$ cat src/rtl/i4004_clock_sequencer.sv
// i4004_clock_sequencer
// Two-phase non-overlapping clock and power-on-clear generator for the 4004
// core. It tracks the 8-subcycle instruction cycle (A1..X3), checks it against
// the core's SYNC, and gives the host run/halt and single-step control.
module i4004_clock_sequencer #(
  parameter int CLK1_W  = 2,
  parameter int CLK2_W  = 2,
  parameter int GAP_W   = 1,
  parameter int POC_CYC = 4
) (
  input  logic       clk,
  input  logic       rst_n,
  input  logic       run_en,
  input  logic       step_req,
  input  logic       poc_req,
  input  logic       sync_in,
  output logic       clk1_out,
  output logic       clk2_out,
  output logic       poc_out,
  output logic [2:0] subcycle,
  output logic       cycle_start,
  output logic       halted,
  output logic       step_ack,
  output logic       sync_err
);

  localparam int P     = CLK1_W + CLK2_W + 2 * GAP_W;
  localparam int PH_W  = $clog2(P);
  localparam int POC_W = $clog2(POC_CYC + 1);

  localparam logic [PH_W-1:0]  PH_LAST   = PH_W'(P - 1);
  localparam logic [PH_W-1:0]  CLK1_END  = PH_W'(CLK1_W);
  localparam logic [PH_W-1:0]  CLK2_BEG  = PH_W'(CLK1_W + GAP_W);
  localparam logic [PH_W-1:0]  CLK2_END  = PH_W'(CLK1_W + GAP_W + CLK2_W);
  localparam logic [POC_W-1:0] POC_LIMIT = POC_W'(POC_CYC);
  localparam logic [2:0]       SUB_X3    = 3'd7;

  typedef enum logic [2:0] {
    S_POC,
    S_RUN,
    S_HALT,
    S_STEP,
    S_ACK
  } state_t;

  state_t           state_q, state_d;
  logic [PH_W-1:0]  ph_cnt_q, ph_cnt_d;
  logic [2:0]       sub_q, sub_d;
  logic [POC_W-1:0] poc_cnt_q, poc_cnt_d;
  logic             clk1_q, clk1_d;
  logic             clk2_q, clk2_d;
  logic             poc_q, poc_d;
  logic             cs_q, cs_d;
  logic             halted_q, halted_d;
  logic             step_ack_q, step_ack_d;
  logic             sync_err_q, sync_err_d;

  logic             running;
  logic             ph_last;
  logic             sync_chk;
  logic             resync;
  logic [2:0]       sub_eff;
  logic             cyc_end;
  logic             advance;

  // Next-state, phase/subcycle counters and registered output values.
  // NOTE: every signal written here gets a default first, so no path leaves it
  // unassigned and no latch is inferred.
  always_comb begin
    running    = (state_q == S_POC) || (state_q == S_RUN) || (state_q == S_STEP);
    ph_last    = (ph_cnt_q == PH_LAST);

    // SYNC is only meaningful once the core is out of clear.
    sync_chk   = running && ph_last && !poc_q;
    resync     = sync_chk && sync_in && (sub_q != SUB_X3);
    sync_err_d = sync_chk && (sync_in != (sub_q == SUB_X3));

    // A resync makes the current subcycle behave as X3 for everything below.
    sub_eff    = resync ? SUB_X3 : sub_q;
    cyc_end    = ph_last && (sub_eff == SUB_X3);

    state_d    = state_q;
    poc_cnt_d  = poc_cnt_q;
    poc_d      = poc_q;
    halted_d   = halted_q;
    step_ack_d = step_ack_q;
    advance    = running;

    case (state_q)
      S_POC: begin
        if (cyc_end) begin
          if (poc_cnt_q == POC_LIMIT) begin
            poc_d = 1'b0;
            if (run_en) begin
              state_d = S_RUN;
            end else begin
              // Stop before the A1 that would otherwise start.
              state_d  = S_HALT;
              advance  = 1'b0;
              halted_d = 1'b1;
            end
          end else begin
            poc_cnt_d = poc_cnt_q + 1'b1;
          end
        end
      end
      S_RUN: begin
        if (cyc_end && !run_en) begin
          state_d  = S_HALT;
          advance  = 1'b0;
          halted_d = 1'b1;
        end
      end
      S_HALT: begin
        if (run_en) begin
          state_d  = S_RUN;
          advance  = 1'b1;
          halted_d = 1'b0;
        end else if (step_req) begin
          state_d  = S_STEP;
          advance  = 1'b1;
          halted_d = 1'b0;
        end
      end
      S_STEP: begin
        if (cyc_end) begin
          state_d    = S_ACK;
          advance    = 1'b0;
          halted_d   = 1'b1;
          step_ack_d = 1'b1;
        end
      end
      S_ACK: begin
        if (!step_req) begin
          state_d    = S_HALT;
          step_ack_d = 1'b0;
        end
      end
      default: begin
        state_d = S_POC;
      end
    endcase

    // Restarting clear keeps the phase going; a stopped sequencer resumes at A1.
    if (poc_req) begin
      state_d    = S_POC;
      poc_d      = 1'b1;
      poc_cnt_d  = '0;
      step_ack_d = 1'b0;
      halted_d   = 1'b0;
      advance    = 1'b1;
    end

    if (!advance) begin
      ph_cnt_d = ph_cnt_q;
      sub_d    = sub_eff;
    end else if (ph_last) begin
      ph_cnt_d = '0;
      sub_d    = sub_eff + 3'd1;
    end else begin
      ph_cnt_d = ph_cnt_q + 1'b1;
      sub_d    = sub_eff;
    end

    // Outputs follow the updated counters so they line up with subcycle.
    clk1_d = (ph_cnt_d < CLK1_END);
    clk2_d = (ph_cnt_d >= CLK2_BEG) && (ph_cnt_d < CLK2_END);
    cs_d   = (ph_cnt_d == '0) && (sub_d == 3'd0);
  end

  // State and output registers with synchronous active-low reset.
  // NOTE: non-blocking assignments keep every flop sampling pre-edge values.
  always_ff @(posedge clk) begin
    if (!rst_n) begin
      state_q    <= S_POC;
      ph_cnt_q   <= PH_LAST;
      sub_q      <= SUB_X3;
      poc_cnt_q  <= '0;
      clk1_q     <= 1'b0;
      clk2_q     <= 1'b0;
      poc_q      <= 1'b1;
      cs_q       <= 1'b0;
      halted_q   <= 1'b0;
      step_ack_q <= 1'b0;
      sync_err_q <= 1'b0;
    end else begin
      state_q    <= state_d;
      ph_cnt_q   <= ph_cnt_d;
      sub_q      <= sub_d;
      poc_cnt_q  <= poc_cnt_d;
      clk1_q     <= clk1_d;
      clk2_q     <= clk2_d;
      poc_q      <= poc_d;
      cs_q       <= cs_d;
      halted_q   <= halted_d;
      step_ack_q <= step_ack_d;
      sync_err_q <= sync_err_d;
    end
  end

  assign clk1_out    = clk1_q;
  assign clk2_out    = clk2_q;
  assign poc_out     = poc_q;
  assign subcycle    = sub_q;
  assign cycle_start = cs_q;
  assign halted      = halted_q;
  assign step_ack    = step_ack_q;
  assign sync_err    = sync_err_q;

endmodule

$ cat config.mk
export PLATFORM = sky130hd
export DESIGN_NAME = i4004_clock_sequencer
export DESIGN_NICKNAME = d
export VERILOG_FILES = /design/src/rtl/i4004_clock_sequencer.sv
export SDC_FILE = /design/constraint.sdc
export NUM_CORES = 1
export LEC_CHECK = 0
export BUFFER_PORTS_ARGS = -buffer_cell sky130_fd_sc_hd__buf_2
export CAP_MARGIN = 20
export CORE_ASPECT_RATIO = 0.6
export CORE_MARGIN = 3
export CORE_UTILIZATION = 45
export DETAILED_ROUTE_END_ITERATION = 8
export GPL_TIMING_DRIVEN = 1
export PLACE_DENSITY = 0.67
export SYNTH_ARGS = -nofsm -noshare
export SYNTH_HDL_FRONTEND = slang
export SYNTH_SLANG_ARGS = --single-unit
$ cat constraint.sdc
create_clock -name clk -period 6.8 [get_ports clk]
set_clock_uncertainty 0.2 [all_clocks]
set_input_delay 0.34 -clock clk [delete_from_list [all_inputs] [get_ports clk]]
set_output_delay 0.34 -clock clk [all_outputs]
set_load 0.02 [all_outputs]
==> results.yml <==
worst_setup_path:
  worstPathRequired_ps: 6730
  worstPathCellList: "nand2b_1 -> nand4_1 -> nand2b_1 -> ha_1 -> ha_1 -> nand4b_1 -> and3_1 -> o31a_1 -> a22oi_1 -> a211oi_2"
  cp.arrival_ps: 3120
  path_buf_inv: 0
  cp_slowest_cell: "dfxtp_1"
  rr_endpoint: "cycle_start"
  crit_path_end_kind: "register"
  worstSetupPathType: "reg2reg"
  cp_slowest_stage_delay_ps: 520
  r2r_start: "state_q[0]"
  rrSetupSlack_ps: 3610
  startpoint_type: "register"
  ff2ff_path_depth: 10
  worstPathMaxFanout: 11
  crit_family: "simple AND/OR/NAND/NOR gates"
cells_and_area:
  area_growth_pct: 11.8
  fillCellCount: 199
  fin_area_sq_um: 1190
  num-nets-final: 145
  drive_gt1_share_pct: 17.9
  finish.utilization_pct: 58.5
  antenna_cells: 0
floorplanning:
  fp.coreArea_sq_um: 2040
  die_area_sq_um: 3010
  start_util_pct: 52.3
  num_rows: 12
  die_h_um: 43.7
  die_w_um: 68.9
  io_pins: 16
sta:
  max_freq_mhz: 314
  worst_pin_slew_ps: 607
  fin_crit_sh_pct: 46.8
  relSlewSlack_pct: 59.2
  hold_violations: 0
  setup_slack_ps: 3610
  drv_slew: 0
  tns_ps: 0
  setup_violations: 0
  rsz0062_at_grt: "false"
  period_needed_ps: 3190
cts:
  cts_num_sinks: 19
  clock_path_buffers: 2
  path_clk_slew_ps: 70
  cts_root_buffer: "clkbuf_8"
  insertion_delay_ps: 260
  cts_tree: "done"
  cts_max_level: 1
  cts_hold_buffers: 0
  postCtsSetupRepairBufs: 0
  cts.repair.resized: 0
  numCtsBuffers: 3
synth:
  ys_ff_latch: 19
  ys_top_cells_by_area: "dfxtp_1, mux2i_1, ha_1"
  synth_cell_types: 41
  synth_top_cell_by_area: "dfxtp_1"
  synth_nets: 130
  synth_top_area_share_pct: 35.6
  synth_edf_count: 0
  syn_avg_cell_area_sq_um: 8.90
  yosysSeqAreaShare_pct: 35.6
  synth_warnings: 0
  synth_area_sq_um: 1070
  synth_ff_type: "dfxtp_1"
  async_flop_share_pct: 0
  synthCells: 120
drt:
  dr_total_vias: 931
  dr.pass1.iters: 4
  drc_errors: 0
  ant_nets: 0
  routed_wl_mm: 2.45
  via_per_inst: 5.75
  drt_iter0_markers: 65
  wire_per_inst_um: 15.1
hold_path:
  worstHoldPathType: "in2reg"
  whs_path_depth: 3
  min_to: "poc_out"
  hp-start: "poc_req"
grt:
  grt_max_degree: 17
  grt_pass1_wl_mm: 3.93
  grt-ovfl-total: 0
  antenna_found_initial: 0
  track_usage_pct: 18.1
  grt_pass1_vias: 842
pwr:
  powerDensity_nw_per_um2: 219
  finalPower_w: 0.000262
  p_leak_nw: 0.494
  vdd_drop_max_uv: 153
placed_design:
  dpl.hpwl_mm: 1.91
  portBuffers: 15
  postPlaceCellArea_sq_um: 1150
  preCtsSetupSlack_ps: 3690
  gp_congestion: 0.916
run_status:
  outcome: "finished, final reports clean"
run:
  max_cap_viol_count: 0
## cells in the final DEF, fill, tap and decap left out, types with 2 or more instances in the layout
| master | Yosys | final |
|---|---|---|
| or3b_1 | 2 | 2 |
| nor2b_1 | 8 | 8 |
| o31a_1 | 2 | 2 |
| buf_2 | 2 | 15 |
| clkbuf_8 | 0 | 3 |
| nor3_1 | 5 | 5 |
| a21oi_1 | 5 | 5 |
| nand3_1 | 2 | 2 |
| o21ai_0 | 5 | 5 |
| ha_1 | 4 | 4 |
| dfxtp_1 | 19 | 19 |
| mux2i_1 | 8 | 8 |
| nand2b_1 | 5 | 5 |
| nand2_1 | 8 | 8 |
| xor2_1 | 3 | 3 |
| inv_1 | 4 | 4 |
| nor2_1 | 13 | 13 |
## power breakdown
group	total [W]	leakage, nW	switching (W)	internal, W
clock network	0.0000791	0.0228	0.0000373	0.0000417
logic	0.0000594	0.316	0.0000344	0.0000250
registers	0.000123	0.155	0.00000586	0.000117
## cell families (layout without fill, tap and decap cells)
group                    Yosys count  after routing  share of synthesized area [%]
buffers and inverters              9             23                           4.10
XOR/XNOR                           4              4                           3.28
AO/OA/AOI/OAI                     23             23                           16.5
multiplexers                       8              8                           7.49
flip-flops                        19             19                           35.6
adder cells (fa/ha/maj)            4              4                           4.68
AND/OR/NAND/NOR                   53             53                           28.3
## stage by stage
step / hold slack [ps] / std cells
floorplan: 239 / 120
global placement: 290 / 158
detailed placement: 296 / 158
CTS: 110 / 162
global route: 118 / 162
finish: 112 / 162
## how the worst max path moves through the flow
stage	from	depth (start not counted)	to
floorplan	poc_out	10	cycle_start
global placement	state_q[0]	10	cycle_start
detailed placement	state_q[0]	10	cycle_start
CTS	state_q[0]	10	cycle_start
global route	state_q[0]	10	cycle_start
finish	state_q[0]	10	cycle_start
## flip-flops by register name, summed over array words and instances (netlist names)
register / count
halted: 1
clk1_out: 1
subcycle: 3
cycle_start: 1
sync_err: 1
state_q: 3
ph_cnt_q: 3
step_ack: 1
poc_out: 1
clk2_out: 1
poc_cnt_q: 3
## worst reg2reg max path, delay by kind of cell (launching register included)
kind	cells	cell delay, ps
adder cells (fa/ha/maj)	2	370
flip-flops	1	520
AND/OR/NAND/NOR	5	1250
AO/OA/AOI/OAI	3	730
## cell usage after synthesis (3+ instances only)
cell / number
o21ai_0: 5
nand2b_1: 5
inv_1: 4
ha_1: 4
nor2b_1: 8
a21oi_1: 5
nand2_1: 8
nor3_1: 5
xor2_1: 3
dfxtp_1: 19
nor2_1: 13
mux2i_1: 8
## area by class of cell
| class | count | area (sq um) | area share [%] |
|---|---|---|---|
| tap | 28 | 35.0 | 2.93 |
| sequential | 19 | 380 | 31.8 |
| inverter | 4 | 15.0 | 1.26 |
| clock buffer | 4 | 45.0 | 3.77 |
| timing repair buffer | 15 | 75.1 | 6.28 |
| multi-input combinational | 92 | 644 | 53.9 |
## layer usage
metal	track usage [%]	up-vias	wire length (um)
met5	0	-	0
met4	8.14	0	67
met3	7.51	8	225
met2	24.2	47	968
met1	25.1	429	1190
li1	-	447	-
(Power assumes the default switching activity.)
